**src/rtl/refclk_pkg.sv**
```systemverilog
// Shared types and pattern constants for the forwarded reference clock.
package refclk_pkg;

  typedef enum logic [2:0] {
    ST_IDLE,
    ST_START,
    ST_RUN,
    ST_DRAIN,
    ST_HOLD
  } state_t;

  // ODDR data patterns: bit 0 = rising half, bit 1 = falling half
  localparam logic [1:0] PAT_PARK = 2'b00;
  localparam logic [1:0] PAT_FULL = 2'b01;

  // Pick the P-pad pattern for one CLK cycle
  function automatic logic [1:0] pat_sel(input logic toggling, input logic full, input logic phase);
    if (!toggling) return PAT_PARK;
    if (full)      return PAT_FULL;
    return {phase, phase};
  endfunction

endpackage

```
**src/rtl/refclk_div_cnt.sv**
```systemverilog
// Half-period counter: counts 0..div-1 and toggles phase on each wrap.
// A load restarts the count with phase high so every start begins with a full high half.
module refclk_div_cnt #(
  parameter int DIV_W = 8
) (
  input  logic             i_clk,
  input  logic             i_rst,
  input  logic             i_load,
  input  logic [DIV_W-1:0] i_div,
  input  logic             i_run,
  output logic             o_phase,
  output logic             o_wrap
);

  logic [DIV_W-1:0] r_cnt;
  logic             r_phase;
  logic [DIV_W-1:0] w_last;

  assign w_last  = i_div - DIV_W'(1);
  // div==0 is full-rate; the counter is idle then and never wraps
  assign o_wrap  = (i_div != '0) && (r_cnt == w_last);
  assign o_phase = r_phase;

  // Counter and phase register
  always_ff @(posedge i_clk or posedge i_rst) begin
    if (i_rst) begin
      r_cnt   <= '0;
      r_phase <= 1'b0;
    end else if (i_load) begin
      r_cnt   <= '0;
      r_phase <= 1'b1;
    end else if (i_run && (i_div != '0)) begin
      if (o_wrap) begin
        r_cnt   <= '0;
        r_phase <= ~r_phase;
      end else begin
        r_cnt   <= r_cnt + DIV_W'(1);
      end
    end
  end

endmodule

```
**src/rtl/refclk_fwd.sv**
```systemverilog
// Forwarded differential reference clock: ODDR data for P/N pads with a
// glitch-free start/stop handshake and RUNNING/STOPPED status.
module refclk_fwd
  import refclk_pkg::*;
#(
  parameter int DIV_W        = 8,
  parameter int START_CYCLES = 16,
  parameter int STOP_HOLD    = 4
) (
  input  logic             CLK,
  input  logic             RST,
  input  logic             EN,
  input  logic [DIV_W-1:0] DIV,
  output logic [1:0]       REFCLKP_D,
  output logic [1:0]       REFCLKN_D,
  output logic             RUNNING,
  output logic             STOPPED
);

  localparam int SC_W = $clog2(START_CYCLES + 1);
  localparam int HC_W = $clog2(STOP_HOLD + 1);
  localparam logic [SC_W-1:0] SC_LAST = SC_W'(START_CYCLES - 1);
  localparam logic [HC_W-1:0] HC_LAST = HC_W'(STOP_HOLD - 1);

  state_t           r_state, w_state_nxt;
  logic [DIV_W-1:0] r_div_q, w_div_nxt;
  logic [SC_W-1:0]  r_scnt,  w_scnt_nxt;
  logic [HC_W-1:0]  r_hcnt,  w_hcnt_nxt;
  logic [1:0]       r_p, r_n;
  logic             r_running, r_stopped;

  logic             w_load, w_run, w_phase, w_wrap, w_phase_nxt;
  logic             w_drain, w_tog;
  logic [1:0]       w_p_nxt;

  refclk_div_cnt #(.DIV_W(DIV_W)) u_div_cnt (
    .i_clk   (CLK),
    .i_rst   (RST),
    .i_load  (w_load),
    .i_div   (r_div_q),
    .i_run   (w_run),
    .o_phase (w_phase),
    .o_wrap  (w_wrap)
  );

  // Phase as it will be after this edge, so the output register lines up with it
  assign w_phase_nxt = w_load ? 1'b1 : ((w_run && w_wrap) ? ~w_phase : w_phase);

  // A stop only needs draining while a high half is in progress and not ending now
  assign w_drain = (r_div_q != '0) && w_phase && !w_wrap;

  // Next-state, counter and divider-latch logic
  always_comb begin
    w_state_nxt = r_state;
    w_div_nxt   = r_div_q;
    w_scnt_nxt  = r_scnt;
    w_hcnt_nxt  = r_hcnt;
    w_load      = 1'b0;
    w_run       = 1'b0;
    case (r_state)
      ST_IDLE: begin
        if (EN) begin
          w_load      = 1'b1;
          w_div_nxt   = DIV;
          w_scnt_nxt  = '0;
          w_state_nxt = ST_START;
        end
      end
      ST_START, ST_RUN: begin
        w_run = 1'b1;
        if (!EN) begin
          w_state_nxt = w_drain ? ST_DRAIN : ST_HOLD;
          w_hcnt_nxt  = '0;
        end else if (r_state == ST_START) begin
          w_scnt_nxt = r_scnt + SC_W'(1);
          if (r_scnt == SC_LAST) w_state_nxt = ST_RUN;
        end
      end
      ST_DRAIN: begin
        w_run = 1'b1;
        // wrap here means the high half just finished
        if (w_wrap) begin
          w_state_nxt = ST_HOLD;
          w_hcnt_nxt  = '0;
        end
      end
      ST_HOLD: begin
        if (r_hcnt == HC_LAST) w_state_nxt = ST_IDLE;
        else                   w_hcnt_nxt  = r_hcnt + HC_W'(1);
      end
      default: w_state_nxt = ST_IDLE;
    endcase
  end

  assign w_tog   = (w_state_nxt == ST_START) || (w_state_nxt == ST_RUN) || (w_state_nxt == ST_DRAIN);
  assign w_p_nxt = pat_sel(w_tog, w_div_nxt == '0, w_phase_nxt);

  // State, counters and registered outputs; reset parks the pads at once
  always_ff @(posedge CLK or posedge RST) begin
    if (RST) begin
      r_state   <= ST_IDLE;
      r_div_q   <= '0;
      r_scnt    <= '0;
      r_hcnt    <= '0;
      r_p       <= PAT_PARK;
      r_n       <= ~PAT_PARK;
      r_running <= 1'b0;
      r_stopped <= 1'b1;
    end else begin
      r_state   <= w_state_nxt;
      r_div_q   <= w_div_nxt;
      r_scnt    <= w_scnt_nxt;
      r_hcnt    <= w_hcnt_nxt;
      r_p       <= w_p_nxt;
      r_n       <= ~w_p_nxt;
      r_running <= (w_state_nxt == ST_RUN);
      r_stopped <= (w_state_nxt == ST_IDLE);
    end
  end

  assign REFCLKP_D = r_p;
  assign REFCLKN_D = r_n;
  assign RUNNING   = r_running;
  assign STOPPED   = r_stopped;

endmodule

```
**config.mk**
```make
export PLATFORM = sky130hd
export DESIGN_NAME = refclk_fwd
export DESIGN_NICKNAME = d
export VERILOG_FILES = /design/src/rtl/refclk_pkg.sv /design/src/rtl/refclk_div_cnt.sv /design/src/rtl/refclk_fwd.sv
export SDC_FILE = /design/constraint.sdc
export NUM_CORES = 1
export LEC_CHECK = 0
export CORE_ASPECT_RATIO = 1.2
export CORE_MARGIN = 2
export CORE_UTILIZATION = 55
export DETAILED_ROUTE_END_ITERATION = 10
export PLACE_DENSITY = 0.8
export SYNTH_ARGS = -nofsm -noshare
export SYNTH_HDL_FRONTEND = slang
export SYNTH_SLANG_ARGS = --single-unit
```
**constraint.sdc**
```tcl
create_clock -name CLK -period 5 [get_ports CLK]
set_clock_uncertainty 0.2 [all_clocks]
set_input_delay 1 -clock CLK [delete_from_list [all_inputs] [get_ports CLK]]
set_output_delay 1 -clock CLK [all_outputs]
set_load 0.01 [all_outputs]
```
==> impl_metrics.toml, run 1 <==
[sta]
hold_viol = 0
period_needed_ns = 3.37
finalCritPeriodShare_pct = 67.4
worstMarginPinSlew_ns = 0.771
relSlewSlack_pct = 48.3
tns_ns = 0
setup_viol = 0
rsz0062_at_grt = "false"
max_freq_mhz = 297
drv_slew = 0

[detailed_routing]
ant_nets = 0
firstDrtPassIters = 4
wire_per_inst_um = 15.4
wl_mm = 4.19
via_per_inst = 6.07
drcViolationCount = 0
drtIter0Drc = 71
via_count = 1651

[cells_and_area]
utilization_pct = 64.5
drive_above_1_share_pct = 11.2
areaGrowthSynthToFinish_pct = 14.5
antenna_cells = 0
nNetsFinal = 250

[critical_path]
slowest_stage = "or4_4"
crit_arrival_ns = 3.38
crit_required_ns = 5.01
end_kind = "flop"
crit_fanout = 7
criticalPathCategory = "reg2reg"
max_stage_delay_ns = 0.51
critical_path.cell_chain = "or3_1, or4_4, a2111oi_4, and4_1, mux2_2, or3b_2"
cp-start-kind = "flop"

[clock_tree]
htreeDepth = 2
path_clk_slew_ns = 0.07
cts_sinks = 34
clock_path_buffers = 2
cts.repair.resized = 0
insertion_delay_ns = 0.29
cts_hold_buf = 0
root_buffer = "clkbuf_8"
cts_tree = "built"
cts_buffers = 5
post_cts_buffers = 0

[floorplanning]
core_um2 = 3540
fp.dieH_um = 70.0
die-area_um2 = 4130
die_w_um = 59.0
std_cell_rows = 24
start_util_pct = 56.4
io_pins = 17

[placed_design]
gp_congestion = 0.868
dpl.hpwl_mm = 3.12
io_buffers = 16

[synth]
ys_seq_area_share_pct = 42.8
yosys-top-cells-count = "dfrtp_1 (31), nand2_1 (23), o21ai_0 (16)"
yosys.cell_types.count = 44
avgSynthCellArea_um2 = 9.25
synth-edff-count = 0
synth_area_leaders = "dfrtp_1 (39%), ha_1 (4.4%), nand2_1 (4.3%)"
synth.largest_area_cell = "dfrtp_1"
ys.flop_type = "dfrtp_1"
synth_nets = 234
synth_most_common_cell = "dfrtp_1"
yosys_warnings = 0
netlist_area_um2 = 2000
ys_ff_latch = 34
ys_async_sr_fraction_pct = 100
netlist.area_leader.share_pct = 38.8
syn_inst = 216

[power]
finalPower_w = 0.00141
p_per_area_nw_per_um2 = 615
ir_worst_vdd_mv = 0.362
leakagePower_nw = 0.963

[status]
outcome = "completed"

[grt]
grt_usage_pct = 23.5
antenna_found_initial = 0
grt_max_degree = 35
grt_pass1_vias = 1567
grt_remaining_overflow = 0
grt_pass1_wl_mm = 7.22

[flow_run]
drv_cap = 0

[min_path]
min_path_type = "reg2reg"
## report_power, final
part / leakage (nW) / switching, W / total, W / internal [W]
combinational: 0.491 / 0.000365 / 0.000677 / 0.000312
clock: 0.0482 / 0.0000966 / 0.000208 / 0.000111
sequential: 0.423 / 0.000130 / 0.000521 / 0.000391
total: 0.963 / 0.000592 / 0.00141 / 0.000814
## final timing paths
kind / from / to / slack [ns] / cells after the start
min in group asynchronous: RST / r_div_q[4] / 0.91 / 3
hold reg to reg: r_scnt[3] / r_scnt[3] / 0.28 / 1
max in group asynchronous: RST / STOPPED / 3.36 / 3
hold / removal: r_scnt[3] / r_scnt[3] / 0.28 / 1
setup reg to reg: r_div_q[3] / REFCLKN_D[1] / 1.63 / 6
setup / recovery: r_div_q[3] / REFCLKN_D[1] / 1.63 / 6
## critical path: cells and delay by family, from the launching register on
family / cells / cell delay, ns
and+or+nand+nor: 4 / 1.80
AOI/OAI and AO/OA: 1 / 0.44
muxes: 1 / 0.40
DFF: 1 / 0.46
## state kept, by name, indices dropped and copies added (netlist names)
register and cells:
u_div_cnt.o_phase 1, RUNNING 1, STOPPED 1, r_state 3, u_div_cnt.r_cnt 8, r_div_q 8
REFCLKP_D 2, r_scnt 5, REFCLKN_D 2, r_hcnt 3
## stage by stage
step | instance area (um^2) | std cells | worst slack [ns] | hold slack (ns)
detailed placement | 2200 | 264 | 1.61 | 0.269
global placement | 2200 | 264 | 1.64 | 0.274
finish | 2290 | 272 | 1.63 | 0.280
floorplan | 2000 | 216 | 1.83 | 0.243
global route | 2290 | 272 | 1.50 | 0.301
CTS | 2290 | 272 | 1.63 | 0.284
## kinds of logic (layout without fill, tap and decap cells)
family                     count (synthesis)  count (layout)  synth area share (%)
xor gates and xnor gates                   9               9                  3.95
DFF                                       34              34                  42.8
adders and majority gates                  7               7                  4.38
muxes                                      6               6                  3.32
AOI/OAI and AO/OA                         48              48                  17.1
buffers and inverters                     20              37                  3.82
and+or+nand+nor                           92              92                  24.7
## routing by layer
metal,vias to the layer above,track usage [%],routed length [um]
met2,21,38.4,2180
met5,-,0,0
li1,814,-,-
met4,0,11.6,119
met3,10,5.74,129
met1,806,28.2,1760
## cell type report
| class | count | area, um^2 |
|---|---|---|
| clock buffers | 7 | 86.3 |
| clock inverters | 1 | 5.00 |
| fillers | 308 | 1260 |
| inverters | 10 | 37.5 |
| multi-input cells | 162 | 1070 |
| flip-flops and latches | 34 | 855 |
| well taps | 39 | 48.8 |
| repair buffers | 19 | 183 |
## placed cells by master (no fill, tap or decap), types with 5 or more instances in the layout
master,Yosys,final
ha_1,7,7
inv_1,10,10
nand2_1,23,23
nor4_1,8,8
a21oi_1,9,9
and3_1,8,8
mux2_2,5,5
nor2_1,11,11
nand3_1,11,11
xnor2_1,7,7
clkdlybuf4s50_1,0,16
nand2b_1,5,5
o21ai_0,16,16
clkbuf_8,0,6
dfrtp_1,31,31
(Power assumes the default switching activity.)
==> run 2, diff against run 1 <==
Settings changed: CORE_UTILIZATION 55 to 52.
Clock period 5 ns to 2.8 ns, I/O delays scaled along.
==> run 2 against run 1 <==
Net effect:
- via count is 3.1% higher
- first-iteration DRC count shrank 8.5%
- total power is 95% higher
- wire length grew 2.7%
- non-clock buffer count up 13
- hold slack better by 0.0086 ns
==> impl_metrics.toml, run 2 (synthesis results as in run 1) <==
[floorplanning]
std_cell_rows = 24
die_w_um = 60.6
die-area_um2 = 4360
fp.dieH_um = 71.9
start_util_pct = 54.5
core_um2 = 3660
io_pins = 17

[grt]
grt_remaining_overflow = 0
grt_usage_pct = 22.7
grt_pass1_vias = 1699
antenna_found_initial = 0
grt_max_degree = 35
grt_pass1_wl_mm = 7.47

[critical_path]
crit_fanout = 3
end_kind = "flop"
crit_required_ns = 2.81
cp-start-kind = "flop"
criticalPathCategory = "reg2reg"
crit_arrival_ns = 2.78

[status]
outcome = "completed"

[detailed_routing]
drcViolationCount = 0
drtIter0Drc = 65
via_per_inst = 5.71
via_count = 1703
ant_nets = 0
wl_mm = 4.30
wire_per_inst_um = 14.4
firstDrtPassIters = 4

[clock_tree]
path_clk_slew_ns = 0.07
cts_sinks = 34
cts_tree = "built"
insertion_delay_ns = 0.29
root_buffer = "clkbuf_8"
clock_path_buffers = 2
htreeDepth = 2
cts_hold_buf = 0
cts_buffers = 5

[sta]
rsz0062_at_grt = "true"
max_freq_mhz = 361
setup_viol = 0
relSlewSlack_pct = 69.1
period_needed_ns = 2.77
whs_ns = 0.289
fin_ws_ns = 0.0296
worstMarginPinSlew_ns = 0.459
tns_ns = 0
finalCritPeriodShare_pct = 98.9
hold_viol = 0
drv_slew = 0

[power]
leakagePower_nw = 1.04
p_per_area_nw_per_um2 = 1120
ir_worst_vdd_mv = 0.609

[min_path]
min_path_type = "reg2reg"

[cells_and_area]
drive_above_1_share_pct = 18.7
antenna_cells = 0
final_common_cell = "dfrtp_1"
nNetsFinal = 263
nFillCells = 308
reg.largest.list = "r_div_q x8, u_div_cnt.r_cnt x8, r_scnt x5"
areaGrowthSynthToFinish_pct = 22.9
layout_common_cells = "dfrtp_1 (31), nand2_1 (23), clkdlybuf4s50_1 (16), buf_4 (16), o21ai_0 (15)"

[placed_design]
gp_congestion = 0.869
pre_cts_slack_ns = 0.0368
io_buffers = 16
dpl.hpwl_mm = 3.11

[flow_run]
drv_cap = 0
run 2: power breakdown:
| part | leakage (nW) | internal [W] | switching, W | total [W] |
|---|---|---|---|---|
| Combinational | 0.563 | 0.000668 | 0.000739 | 0.00141 |
| Sequential | 0.423 | 0.000699 | 0.000189 | 0.000888 |
| Clock | 0.0504 | 0.000265 | 0.000188 | 0.000453 |
run 2: layout make-up:
type                    count  area (um^2)  area share, %
clock inverters             3         45.0           1.83
inverters                  10         37.5           1.53
well taps                  52         65.1           2.65
flip-flops and latches     34          855           34.8
repair buffers             32          280           11.4
multi-input cells         162         1100           45.0
clock buffers               5         68.8           2.80
run 2: metrics by stage:
stage	std cells	utilization (%)	area, um^2	power (W)
after global routing	298	67.0	2450	0.00298
final	298	67.0	2450	0.00275
after detailed placement	289	63.0	2310	0.00224
after floorplan	216	-	2010	0.00182
after CTS	297	66.1	2420	0.00272
after global placement	289	63.0	2310	0.00221
run 2: layer usage:
layer  track usage [%]  wire, um  part of all wire (%)
met5                 0         0                     0
met4              9.66       124                   2.9
met3              6.24       135                   3.1
met2              36.4      2160                    50
met1              28.5      1880                    44
run 2: final timing paths:
check | startpoint | to | slack [ns] | depth (start not counted)
min in group asynchronous | RST | r_scnt[4] | 0.47 | 3
hold / removal | r_scnt[3] | r_scnt[3] | 0.29 | 1
hold reg to reg | r_scnt[3] | r_scnt[3] | 0.29 | 1
max in group asynchronous | RST | REFCLKN_D[0] | 1.60 | 3
setup / recovery | r_div_q[4] | REFCLKN_D[1] | 0.03 | 6
setup reg to reg | r_div_q[4] | REFCLKN_D[1] | 0.03 | 6
run 2: timing repair:
item / in CTS / in global routing
endpoints found under the setup margin: 0 / 7
buffers inserted: 0 / 1
resized for setup: 0 / 7
run 2: critical path: stages (launching register included):
cell and delay [ns]:
dfrtp_1 0.38, or3_4 0.39, or4_4 0.43, a2111oi_4 0.34
and4_4 0.29, mux2_4 0.31, or3b_4 0.36
==> run 3, diff against run 2 <==
Settings changed: SKIP_CTS_REPAIR_TIMING from default to 1.
Clock period 2.8 ns to 2.5 ns, I/O delays scaled along.
==> run 3 against run 2 <==
Net effect:
- the run now ends with setup timing left
- critical endpoint unchanged
- first-iteration DRC count rose by 45%
- non-clock buffer count rose by 20
- die area is the same
- via count is 6.9% higher
- setup slack lost 0.30 ns
- final area increased by 11%
- combinational power up 42%
- register-to-register slack got worse by 0.30 ns
- hold slack got worse by 0.010 ns
- wire length up 15%
- critical path depth stayed put
- sequential share of layout area decreased by 3.3 points
==> impl_metrics.toml, run 3 (synthesis results as in run 1) <==
[critical_path]
crit_fanout = 3
crit_arrival_ns = 2.78
end_kind = "flop"
cp-start-kind = "flop"
criticalPathCategory = "reg2reg"
crit_required_ns = 2.51

[power]
leakagePower_nw = 1.17
power_switching_w = 0.00141
ir_worst_vdd_mv = 0.806
seqPwrFrac_pct = 28.7
switching_share_pct = 40.6
p_per_area_nw_per_um2 = 1280
p_comb_share_pct = 57.7
p_int_w = 0.00206
clock_power_share_pct = 13.6

[grt]
grt_remaining_overflow = 0
grt_max_degree = 35
antenna_found_initial = 0
grt_usage_pct = 24.8
grt_pass1_vias = 1804
grt_pass1_wl_mm = 8.16

[floorplanning]
fp.dieH_um = 71.9
die_w_um = 60.6
std_cell_rows = 24
io_pins = 17
core_um2 = 3660
start_util_pct = 54.5
die-area_um2 = 4360

[sta]
rsz0062_at_grt = "true"
max_freq_mhz = 360
fin_ws_ns = -0.274
relSlewSlack_pct = 67.6
period_needed_ns = 2.77
drv_slew = 0
whs_ns = 0.279
hold_viol = 0
worstMarginPinSlew_ns = 0.483
setup_viol = 10
finalCritPeriodShare_pct = 111

[cells_and_area]
utilization_pct = 74.1
reg.largest.list = "r_div_q x8, u_div_cnt.r_cnt x8, r_scnt x5"
layout_common_cells = "buf_4 (32), dfrtp_1 (31), nand2_1 (22)"
antenna_cells = 0
areaGrowthSynthToFinish_pct = 35.8
drive_above_1_share_pct = 28.9
finalInstanceArea_um2 = 2710
final_common_cell = "buf_4"
nNetsFinal = 283

[placed_design]
dpl_cell_area_um2 = 2440
pre_cts_slack_ns = -0.287
io_buffers = 16
dpl.hpwl_mm = 3.45
gp_congestion = 0.860

[detailed_routing]
firstDrtPassIters = 4
wl_mm = 4.94
ant_nets = 0
via_count = 1820
drtIter0Drc = 94
drcViolationCount = 0
via_per_inst = 5.72
wire_per_inst_um = 15.5

[clock_tree]
cts_buffers = 5
clock_path_buffers = 2
root_buffer = "clkbuf_8"
insertion_delay_ns = 0.28
path_clk_slew_ns = 0.07
cts_sinks = 34
cts_tree = "built"
htreeDepth = 2

[status]
violations = "setup timing"
outcome = "finished, violations left"

[flow_run]
drv_cap = 0

[min_path]
min_path_type = "reg2reg"
==> run 3: worst paths after layout <==
kind,startpoint,endpoint,slack (ns),depth (start not counted)
worst max-delay path,r_div_q[4],REFCLKN_D[1],-0.27,6
worst min-delay path,r_scnt[3],r_scnt[3],0.28,1
worst max register to register,r_div_q[4],REFCLKN_D[1],-0.27,6
worst min register to register,r_scnt[3],r_scnt[3],0.28,1
max in group asynchronous,RST,STOPPED,1.33,3
min in group asynchronous,RST,r_div_q[2],0.43,3
==> run 3: layer usage <==
metal	vias up	share of wire, %	GRT usage, %
met1	894	43	32.4
met5	-	0	0
met3	8	2.9	4.28
li1	883	-	-
met4	0	1.3	7.25
met2	35	53	41.8
==> run 3: power by group through the flow <==
stage               logic, W  registers [W]  clock network (W)
floorplan            0.00108       0.000962                  0
CTS                  0.00175       0.000975           0.000479
detailed placement   0.00173       0.000984                  0
global placement     0.00168       0.000970                  0
finish               0.00200       0.000993           0.000472
global route         0.00220        0.00102           0.000499
==> run 3: cell type report <==
cell class / count / area [um^2]
Clock buffer: 8 / 110
Fill cell: 258 / 950
Inverter: 10 / 37.5
Multi-Input combinational cell: 162 / 1190
Sequential cell: 34 / 855
Tap cell: 52 / 65.1
Timing Repair Buffer: 52 / 454
==> run 3: stage by stage <==
stage | std cells | power, W | TNS, ns
final | 318 | 0.00346 | -1.63
after global routing | 318 | 0.00372 | -2.45
after CTS | 312 | 0.00320 | -1.65
after global placement | 304 | 0.00265 | -1.03
after detailed placement | 304 | 0.00272 | -1.42
after floorplan | 216 | 0.00204 | -0.879
==> run 3: worst max-delay path, cell delays in order (launching register included) <==
cell and delay, ns:
dfrtp_1 0.39, or3_4 0.39, or4_4 0.43, a2111oi_4 0.33
and4_4 0.28, mux2_4 0.31, or3b_4 0.37
